===== src/rtl/branch_flush_ctrl_pkg.sv =====
// branch_flush_ctrl_pkg: shared FSM state, BHT counter encodings and PC step.
package branch_flush_ctrl_pkg;
    typedef enum logic {IDLE = 1'b0, RECOVER = 1'b1} state_t;
    localparam logic [1:0] SNT = 2'b00;
    localparam logic [1:0] WNT = 2'b01;
    localparam logic [1:0] WT  = 2'b10;
    localparam logic [1:0] ST  = 2'b11;
    localparam logic [31:0] PC_STEP = 32'd4;
    function automatic logic [1:0] sat_update(input logic [1:0] ctr, input logic taken);
        return taken ? ((ctr == ST) ? ST : ctr + 2'd1) : ((ctr == SNT) ? SNT : ctr - 2'd1);
    endfunction
endpackage


===== src/rtl/bht_2bit.sv =====
// bht_2bit: table of 2-bit saturating counters, async read, one sync update port.
module bht_2bit
    import branch_flush_ctrl_pkg::*;
#(
    parameter int ENTRIES = 16
) (
    input  logic                       clk,
    input  logic                       rst,
    input  logic [$clog2(ENTRIES)-1:0] i_rd_idx,
    output logic [1:0]                 o_rd_ctr,
    input  logic                       i_we,
    input  logic [$clog2(ENTRIES)-1:0] i_wr_idx,
    input  logic                       i_wr_taken
);
    logic [1:0] r_tbl [ENTRIES];
    always_ff @(posedge clk) begin
        if (rst) begin
            for (int i = 0; i < ENTRIES; i++) r_tbl[i] <= WNT;
        end else if (i_we) begin
            r_tbl[i_wr_idx] <= sat_update(r_tbl[i_wr_idx], i_wr_taken);
        end
    end
    // Read is pre-update, so a same-cycle write to the same entry is not visible yet.
    assign o_rd_ctr = r_tbl[i_rd_idx];
endmodule


===== src/rtl/branch_flush_ctrl.sv =====
// branch_flush_ctrl: BHT-predicted ID redirect plus EX mispredict redirect/flush recovery.
module branch_flush_ctrl
    import branch_flush_ctrl_pkg::*;
#(
    parameter int BHT_ENTRIES  = 16,
    parameter int FLUSH_CYCLES = 2
) (
    input  logic        clk,
    input  logic        rst,
    input  logic        id_valid,
    input  logic        id_is_branch,
    input  logic [31:0] id_pc,
    input  logic [31:0] id_imm,
    output logic        pred_taken,
    output logic        id_redirect_valid,
    output logic [31:0] id_redirect_pc,
    input  logic        ex_valid,
    input  logic        ex_is_branch,
    input  logic        ex_pred_taken,
    input  logic        ex_stall,
    input  logic [31:0] ex_pc,
    input  logic [31:0] ex_imm,
    input  logic        cmp_taken,
    output logic        redirect_valid,
    output logic [31:0] redirect_pc,
    output logic        flush_if,
    output logic        flush_id,
    output logic [31:0] branch_cnt,
    output logic [31:0] mispred_cnt
);
    localparam int IW = $clog2(BHT_ENTRIES);
    state_t      r_state, w_state_nxt;
    logic [2:0]  r_flush_cnt;
    logic        r_redirect_valid;
    logic [31:0] r_redirect_pc, r_branch_cnt, r_mispred_cnt;
    logic [1:0]  w_rd_ctr;
    logic        w_resolve, w_mispredict;
    bht_2bit #(.ENTRIES(BHT_ENTRIES)) u_bht (
        .clk        (clk),
        .rst        (rst),
        .i_rd_idx   (id_pc[IW+1:2]),
        .o_rd_ctr   (w_rd_ctr),
        .i_we       (w_resolve),
        .i_wr_idx   (ex_pc[IW+1:2]),
        .i_wr_taken (cmp_taken)
    );
    assign w_resolve         = ex_valid & ex_is_branch & ~ex_stall & (r_state == IDLE);
    assign w_mispredict      = w_resolve & (cmp_taken != ex_pred_taken);
    assign pred_taken        = id_is_branch & w_rd_ctr[1];
    assign id_redirect_valid = id_valid & id_is_branch & pred_taken & (r_state == IDLE) & ~w_mispredict;
    assign id_redirect_pc    = id_pc + id_imm;
    always_ff @(posedge clk) begin
        if (rst) begin
            r_state          <= IDLE;
            r_flush_cnt      <= '0;
            r_redirect_valid <= 1'b0;
            r_redirect_pc    <= '0;
            r_branch_cnt     <= '0;
            r_mispred_cnt    <= '0;
        end else begin
            r_state          <= w_state_nxt;
            r_flush_cnt      <= w_mispredict ? 3'(FLUSH_CYCLES) : (r_flush_cnt != 3'd0 ? r_flush_cnt - 3'd1 : 3'd0);
            r_redirect_valid <= w_mispredict;
            if (w_mispredict) r_redirect_pc <= cmp_taken ? ex_pc + ex_imm : ex_pc + PC_STEP;
            r_branch_cnt     <= r_branch_cnt + 32'(w_resolve);
            r_mispred_cnt    <= r_mispred_cnt + 32'(w_mispredict);
        end
    end
    // Down-counter holds FLUSH_CYCLES on entry; leaving when it reaches 1 gives exactly that many flush cycles.
    always_comb begin
        w_state_nxt = (r_state == IDLE) ? (w_mispredict ? RECOVER : IDLE)
                                        : ((r_flush_cnt == 3'd1) ? IDLE : RECOVER);
    end
    always_comb begin
        flush_if = (r_state == RECOVER);
        flush_id = (r_state == RECOVER);
    end
    assign redirect_valid = r_redirect_valid;
    assign redirect_pc    = r_redirect_pc;
    assign branch_cnt     = r_branch_cnt;
    assign mispred_cnt    = r_mispred_cnt;
endmodule


===== config.mk =====
export PLATFORM = sky130hd
export DESIGN_NAME = branch_flush_ctrl
export DESIGN_NICKNAME = d
export VERILOG_FILES = /design/src/rtl/branch_flush_ctrl_pkg.sv /design/src/rtl/bht_2bit.sv /design/src/rtl/branch_flush_ctrl.sv
export SDC_FILE = /design/constraint.sdc
export NUM_CORES = 1
export LEC_CHECK = 0
export ABC_AREA = 1
export BUFFER_PORTS_ARGS = -buffer_cell sky130_fd_sc_hd__buf_2
export CAP_MARGIN = 20
export CORE_ASPECT_RATIO = 1.2
export CORE_MARGIN = 2
export CORE_UTILIZATION = 30
export DETAILED_ROUTE_END_ITERATION = 10
export GPL_TIMING_DRIVEN = 0
export HOLD_SLACK_MARGIN = 0.1
export PLACE_DENSITY_LB_ADDON = 0.05
export SLEW_MARGIN = 20
export SYNTH_ARGS = -nofsm -noshare
export SYNTH_HDL_FRONTEND = slang
export SYNTH_SLANG_ARGS = --single-unit

===== constraint.sdc =====
create_clock -name clk -period 3.6 [get_ports clk]
set_input_delay 0.54 -clock clk [delete_from_list [all_inputs] [get_ports clk]]
set_output_delay 0.54 -clock clk [all_outputs]
set_load 0.01 [all_outputs]

# After elaboration in Yosys (flattened, before gate mapping)
# Memories as Yosys holds them, arrays and structs flattened.
# Cells that the tools add are included.
# word_totals
in_bits,137
mem_bits_ro,0
mem_count,1
latchBits,0
wordCells,53
ramBits,32
reg_bits,101
output_inout_bits,133
# classes
addsub,8
n_bitwise,13
muxes,17
div_mod_pow,0
n_shift,0
n_reduce_logical,4
n_mul,0
n_eq_ne,3
n_lt_le_gt_ge,0
# memory_table
name,words,word_bits,read_ports,rd_ports_with_merged_regs,wr,line,source
u_bht.r_tbl,16,2,2,0,16,bht_2bit.sv:15,logic [1:0] r_tbl [ENTRIES];
# ops
op,n
$add A32 B1 Y32,2
$add A32 B32 Y32,2
$add A32 B3 Y32 const B,1
$mux W32,1
$mux W2,6
$and A1 B1 Y1,9
$mux W1,9
$mux W4,1
$not A1 Y1,4
$eq A3 B1 Y1 const B,1
$reduce_bool A3 Y1,1
$reduce_or A3 Y1,1
$sub A3 B1 Y3 const B,1
$add A2 B1 Y2 const B,1
$eq A2 B2 Y1 const B,1
$logic_not A2 Y1,1
$reduce_or A2 Y1,1
$sub A2 B1 Y2 const B,1
$ne A1 B1 Y1,1

# Logic depth before layout (Yosys ltp)
# Gate-level depths: netlist of the first run.
# depth
word_depth,8
mapped_depth,19
depth_no_buf,18

# Hierarchy
# Synthesis of the first run repeated with hierarchy kept, for this count alone.
# unflattened
hier_cells,1796
area_unflattened_um2,11330.9
# modules_own_cells
module,seq_area_each_um2,area_each_um2,n_inst,cells_per_inst
branch_flush_ctrl,2021.9,9283.9,1,1518
bht_2bit,960.9,2047.0,1,278

# Least setup slack after synthesis of the first run
# OpenSTA, ideal clock, no wires.
# synth_timing
path_type,input to register
from,in cmp_taken
to,reg r_mispred_cnt[26] (netlist: mispred_cnt[26])
n_path_buf,2
required_time_ps,3530
t_arrival_ps,2709
setup_time_ps,70
slack_ps,820
stages,17
path_cell_list,buf_2 -> xnor2_1 -> nor2_4 -> clkbuf_1 -> ha_1 -> ha_1 -> nand2_1 -> inv_1 -> nand2_1 -> nor2_1 -> nand2_1 -> inv_1 -> nand2_1 -> nor2_1 -> nand4_1 -> or2_0 -> a21oi_1
# synth_between
elab_chain_len,3
# synth_rtl
item,line,source
start: declaration,branch_flush_ctrl.sv:23,"input logic cmp_taken,"
$ne A1 B1 Y1,branch_flush_ctrl.sv:48,assign w_mispredict = w_resolve & (cmp_taken != ex_pred_taken);
$and A1 B1 Y1,branch_flush_ctrl.sv:48,
via w_mispredict,branch_flush_ctrl.sv:37,"logic w_resolve, w_mispredict;"
$add A32 B1 Y32,branch_flush_ctrl.sv:66,r_mispred_cnt <= r_mispred_cnt + 32'(w_mispredict);
end signal: assignment,branch_flush_ctrl.sv:66,
end: declaration,branch_flush_ctrl.sv:35,"logic [31:0] r_redirect_pc, r_branch_cnt, r_mispred_cnt;"
# The timed path passes the listed nets, and every way through them passes these cells.
# A chain may end at the register's enable or synchronous reset.

# Worst setup path after layout of the first run
# layout_timing
from,in id_pc[2]
to,out id_redirect_pc[29]
# layout_between
elab_chain_len,1
# layout_rtl
item,line,source
start: declaration,branch_flush_ctrl.sv:12,"input logic [31:0] id_pc,"
$add A32 B32 Y32,branch_flush_ctrl.sv:51,assign id_redirect_pc = id_pc + id_imm;
end: declaration,branch_flush_ctrl.sv:16,"output logic [31:0] id_redirect_pc,"
# Every way passes these cells.

==> results of run 1 <==
## sequential cells by signal, indices dropped and copies added (netlist names)
signal          count
u_bht.r_tbl        32
r_flush_cnt         3
mispred_cnt        32
branch_cnt         32
redirect_valid      1
redirect_pc        32
flush_id            1
## final timing paths
check                                     from                            to  slack [ns]  depth (start not counted)
setup / recovery                      id_pc[2]            id_redirect_pc[29]        0.38                         13
hold / removal                        ex_pc[0]   redirect_pc[0]$_SDFFE_PP0P_        0.43                          3
setup reg to reg           flush_id$_SDFF_PP0_    mispred_cnt[20]$_SDFF_PP0_        0.57                         16
hold reg to reg   redirect_pc[27]$_SDFFE_PP0P_  redirect_pc[27]$_SDFFE_PP0P_        0.46                          2
## cell usage after synthesis (10+ instances only)
cell / number / area share [%]
dfxtp_1: 101 / 18
inv_1: 237 / 7.9
nand2_2: 12 / 0.67
o21ai_0: 104 / 4.6
nand2_1: 505 / 17
clkbuf_1: 20 / 0.67
nand4_1: 27 / 1.5
nand3_1: 89 / 4.0
xnor2_1: 10 / 0.78
xor2_1: 44 / 3.4
ha_1: 71 / 7.9
nor3_1: 60 / 2.7
edfxtp_1: 32 / 8.5
nor2_1: 212 / 7.1
or2_2: 12 / 0.67
a21oi_1: 162 / 7.2
## layer usage
layer / share of wire, % / GRT usage [%]
met5: 0 / 0
met4: 2.0 / 6.48
met3: 3.8 / 2.50
met2: 49 / 37.6
met1: 45 / 27.4
## timing repair
item	in CTS	in global routing
hold buffers	0	0
endpoints found under the setup margin	0	9
setup buffers	0	5
## area by class of cell
cell class / instances / area, um^2 / area share (%)
Buffer: 30 / 138 / 0.999
Clock buffer: 19 / 433 / 3.14
Clock inverter: 13 / 121 / 0.881
Inverter: 241 / 905 / 6.57
Multi-Input combinational cell: 1408 / 7220 / 52.4
Sequential cell: 133 / 2980 / 21.7
Tap cell: 474 / 593 / 4.31
Timing Repair Buffer: 273 / 1380 / 10.0
## worst max-delay path, delay by kind of cell
kind,cells,cell delay (ns)
and+or+nand+nor,8,0.92
AOI/OAI and AO/OA,2,0.59
adders and majority gates,1,0.39
buffers and inverters,2,0.26
## power by group
part / internal [mW] / switching (mW)
clock network: 0.960 / 0.734
registers: 1.56 / 0.0237
logic: 0.443 / 0.827
total: 2.97 / 1.59
## kinds of logic after synthesis
logic type               Yosys count
AO/OA/AOI/OAI                    317
AND/OR/NAND/NOR                  962
adder cells (fa/ha/maj)           73
flip-flops                       133
buffers and inverters            272
XOR/XNOR                          54
multiplexers                       2
==> flow_metrics.tcl, run 1 <==
set metrics [dict create \
    antenna_found_initial 0 \
    holdWs_ns 0.430 \
    drt_pass1_iterations 5 \
    worstMarginPinSlew_ns 0.918 \
    nNetsFinal 2314 \
    syn_area_mm2 0.0113 \
    pre_cts_ws_ns -0.201 \
    rsz0062_at_grt "no" \
    fin_crit_ns 3.22 \
    die_area_mm2 0.0391 \
    place.port_buffers 268 \
    num_vias 12500 \
    total_power_mw 4.55 \
    post_cts_resize_count 0 \
    ys_types 47 \
    crit_path_top_delay_cell "o21ai_0" \
    seq_area_frac_synth_pct 26.5 \
    drc 0 \
    synth-simple-area-share_pct 36.5 \
    synth_top_family_by_area "simple AND/OR/NAND/NOR gates" \
    async_flop_share_pct 0 \
    cts_buffer_depth 2 \
    synthCells 1813 \
    crit_type "input port to output port" \
    wl_per_cell_um 16.4 \
    ios 270 \
    peakVddDrop_mv 0.326 \
    grt_pass1_vias 12100 \
    synth-xor-area-share_pct 4.20 \
    via_per_inst 4.81 \
    p_per_area_mw_per_mm2 330 \
    end_kind "output port" \
    cts_buffers 17 \
    clkLatencyLatePin_ns 0.44 \
    first_iter_violations 714 \
    grt_first_pass_wirelength_mm 65.6 \
    yosys.area_share.adder_pct 8.25 \
    cpMostUsedCell "nand2_1" \
    h-tree-depth 4 \
    final_cells 2591 \
    yosys_warnings 0 \
    syn_nets 2023 \
    path_cells "buf_2, ha_1, nand3_1, nand2_1, a21oi_1, o21ai_0, nand2_1, nand2_1, nand2_1, nand2_1, nand2_1, nand2_1, buf_2" \
    leakage_nw 6.63 \
    finalHoldViolCount 0 \
    area_delta_synth_final_pct 22.4 \
    worst_setup_path_start_kind "input port" \
    status "finished clean" \
    synth-compound-area-share_pct 15.1 \
    slew_violations 0 \
    ys_ff_latch 133 \
    relSlewSlack_pct 38.8 \
    placed_cell_area_mm2 0.0132 \
    cts.sink_count 133 \
    path_clk_slew_ns 0.06 \
    drv_cap 0 \
    setup_slack_ns 0.382 \
    final_core_util_pct 37.3 \
    synth_edf_count 32 \
    cts_tree "yes" \
    final_common_cell "nand2_1" \
    hp-class "input port to flop" \
    fp.dieH_um 216 \
    antenna_cells 0 \
    finalSetupTns_ns 0 \
    place_inst 2555 \
    fill_cells 4194 \
    core.rowCount 77 \
    cp_max_fo 5 \
    coreArea_mm2 0.0369 \
    cts_root_buf "clkbuf_16" \
    fin_crit_sh_pct 89.4 \
    setup_viol 0 \
    ant_nets 0 \
    grt_max_degree 17 \
    skew_ns 0.0153 \
    gr-total-overflow 0 \
    syn_avg_cell_area_um2 6.21 \
    synth_flop_cell "dfxtp_1" \
    wl_mm 42.5 \
    cp.required_ns 3.06 \
    drive_gt1_share_pct 16.8 \
    finish.instance_area_mm2 0.0138 \
    synthMuxAreaShare_pct 0.178 \
    grt_use_total_pct 21.4 \
    worst_path_largest_cell_delay_ns 0.47 \
    worstPathArrival_ns 2.68 \
    fmax_mhz 311 \
    dpl.hpwl_mm 35.6 \
    start_util_pct 30.5 \
    place_congestion 0.882 \
    die_x_um 181 \
    layout_common_cells "505 x nand2_1, 273 x buf_2, 237 x inv_1, 212 x nor2_1, 162 x a21oi_1" \
]
Note: power is estimated with default switching activity, not from simulation.
==> run 2, diff against run 1 <==
--- a/config.mk
+++ b/config.mk
@@ -14,7 +14,7 @@
 export DETAILED_ROUTE_END_ITERATION = 10
 export GPL_TIMING_DRIVEN = 0
 export HOLD_SLACK_MARGIN = 0.1
-export PLACE_DENSITY_LB_ADDON = 0.05
+export PLACE_DENSITY_LB_ADDON = 0.12
 export SLEW_MARGIN = 20
 export SYNTH_ARGS = -nofsm -noshare
 export SYNTH_HDL_FRONTEND = slang
==> run 2 against run 1 <==
Effect of this change: register-to-register slack got worse by 0.18 ns; first-iteration DRC count fell by 4.2%; via count rose by 1.0%; die area did not move; clock skew fell by 0.0029 ns; core utilization fell by 0.11 points; clock power barely moved; non-clock buffer count fell by 5.
==> flow_metrics.tcl, run 2 (synthesis results as in run 1) <==
set metrics [dict create \
    status "finished clean" \
    holdWs_ns 0.450 \
    final_common_cell "nand2_1" \
    wl_mm 40.8 \
    ios 270 \
    path_clk_slew_ns 0.06 \
    gr-total-overflow 0 \
    final_core_util_pct 37.2 \
    reg2reg_from "flush_id$_SDFF_PP0_" \
    cts_tree "yes" \
    place_congestion 0.923 \
    slew_violations 0 \
    relSlewSlack_pct 47.5 \
    p_clk_share_pct 37.2 \
    cp.required_ns 3.06 \
    ant_nets 0 \
    p_per_area_mw_per_mm2 329 \
    cts_buffers 17 \
    fp.dieH_um 216 \
    p_sw_mw 1.53 \
    dpl.hpwl_mm 34.3 \
    grt_first_pass_wirelength_mm 63.5 \
    drive_gt1_share_pct 16.6 \
    power_switching_share_pct 33.9 \
    worst_setup_path_start_kind "input port" \
    drt_pass1_iterations 6 \
    antenna_found_initial 0 \
    cts_root_buf "clkbuf_16" \
    post_cts_resize_count 0 \
    p_comb_share_pct 27.6 \
    rsz0062_at_grt "no" \
    leakage_nw 6.61 \
    layout_common_cells "505 x nand2_1, 273 x buf_2, 237 x inv_1, 212 x nor2_1, 162 x a21oi_1" \
    fin_crit_sh_pct 91.1 \
    first_iter_violations 684 \
    wl_per_cell_um 15.8 \
    nNetsFinal 2309 \
    fin_crit_ns 3.28 \
    via_per_inst 4.87 \
    cts.sink_count 133 \
    crit_type "input port to output port" \
    crit_path_start "id_pc[2]" \
    antenna_cells 0 \
    p_int_mw 2.99 \
    worstHoldStart "redirect_pc[8]$_SDFFE_PP0P_" \
    clkLatencyLatePin_ns 0.42 \
    h-tree-depth 4 \
    peakVddDrop_mv 0.300 \
    die_area_mm2 0.0391 \
    grt_pass1_vias 12100 \
    cts_buffer_depth 2 \
    grt_max_degree 20 \
    core.rowCount 77 \
    cp_max_fo 5 \
    worstMarginPinSlew_ns 0.788 \
    end_kind "output port" \
    drv_cap 0 \
    coreArea_mm2 0.0369 \
    seqPwrFrac_pct 35.2 \
    finalHoldViolCount 0 \
    place.port_buffers 268 \
    grt_use_total_pct 20.5 \
    total_power_mw 4.52 \
    seq_area_mm2 0.00298 \
    area_delta_synth_final_pct 22.1 \
    post_cts_buffers 0 \
    drc 0 \
    num_vias 12600 \
    multi_input_area_mm2 0.00722 \
    skew_ns 0.0124 \
    worstPathArrival_ns 2.74 \
    setup_viol 0 \
    fill_cells 4164 \
    hp-class "flop to flop" \
    fmax_mhz 305 \
    die_x_um 181 \
    hold_buffers 0 \
    start_util_pct 30.5 \
]
run 2: cell types whose count changed in the layout (fill, tap and decap cells not counted):
cell        change
inv_8           -1
clkinv_2        -1
buf_4           -5
clkbuf_1        -1
inv_6           -3
clkbuf_8        +2
inv_4           +4
clkinvlp_4      -1
run 2: power groups by stage:
stage	combinational, mW	sequential, mW	clock (mW)
2_1_floorplan	0.782	1.62	0
3_3_place_gp	1.25	1.62	0
3_5_place_dp	1.25	1.62	0
4_1_cts	1.26	1.59	1.73
5_1_grt	1.41	1.60	1.78
6_report	1.25	1.59	1.68
run 2: routing by layer:
metal,global-route usage [%],vias up,part of all wire (%)
met5,0,-,0
met1,25.9,5701,44
li1,-,6499,-
met3,2.49,48,4.7
met4,5.89,0,2.2
met2,36.4,330,49
run 2: final timing paths:
kind                                 endpoint  cells past startpoint  slack [ns]
setup / recovery           id_redirect_pc[29]                     13        0.32
hold / removal    redirect_pc[8]$_SDFFE_PP0P_                      2        0.45
setup reg to reg   mispred_cnt[20]$_SDFF_PP0_                     16        0.39
hold reg to reg   redirect_pc[8]$_SDFFE_PP0P_                      2        0.45
run 2: final cells by class:
class                   instances  share of cell area (%)
plain buffers                  30                    1.00
clock buffers                  20                    3.32
clock inverters                11                   0.701
inverters                     241                    6.59
multi-input cells            1408                    52.6
flip-flops and latches        133                    21.7
well taps                     474                    4.32
repair buffers                268                    9.76
run 2: worst max-delay path, cell delays in order:
cell     delay [ns]
buf_2          0.13
ha_1           0.38
nand3_1        0.09
nand2_1        0.18
a21oi_1        0.12
o21ai_0        0.52
nand2_1        0.14
nand2_1        0.16
nand2_1        0.12
nand2_1        0.09
nand2_1        0.05
nand2_1        0.07
buf_2          0.13
run 2: through the flow:
step / setup TNS (ns) / setup WS, ns / instances / cell area (um^2)
floorplan: 0 / 0.820 / 1813 / 11300
global placement: -1.23 / -0.270 / 2555 / 13200
detailed placement: -1.30 / -0.260 / 2555 / 13200
CTS: 0 / 0.327 / 2585 / 13700
global route: 0 / 0.0779 / 2585 / 13700
finish: 0 / 0.321 / 2585 / 13700
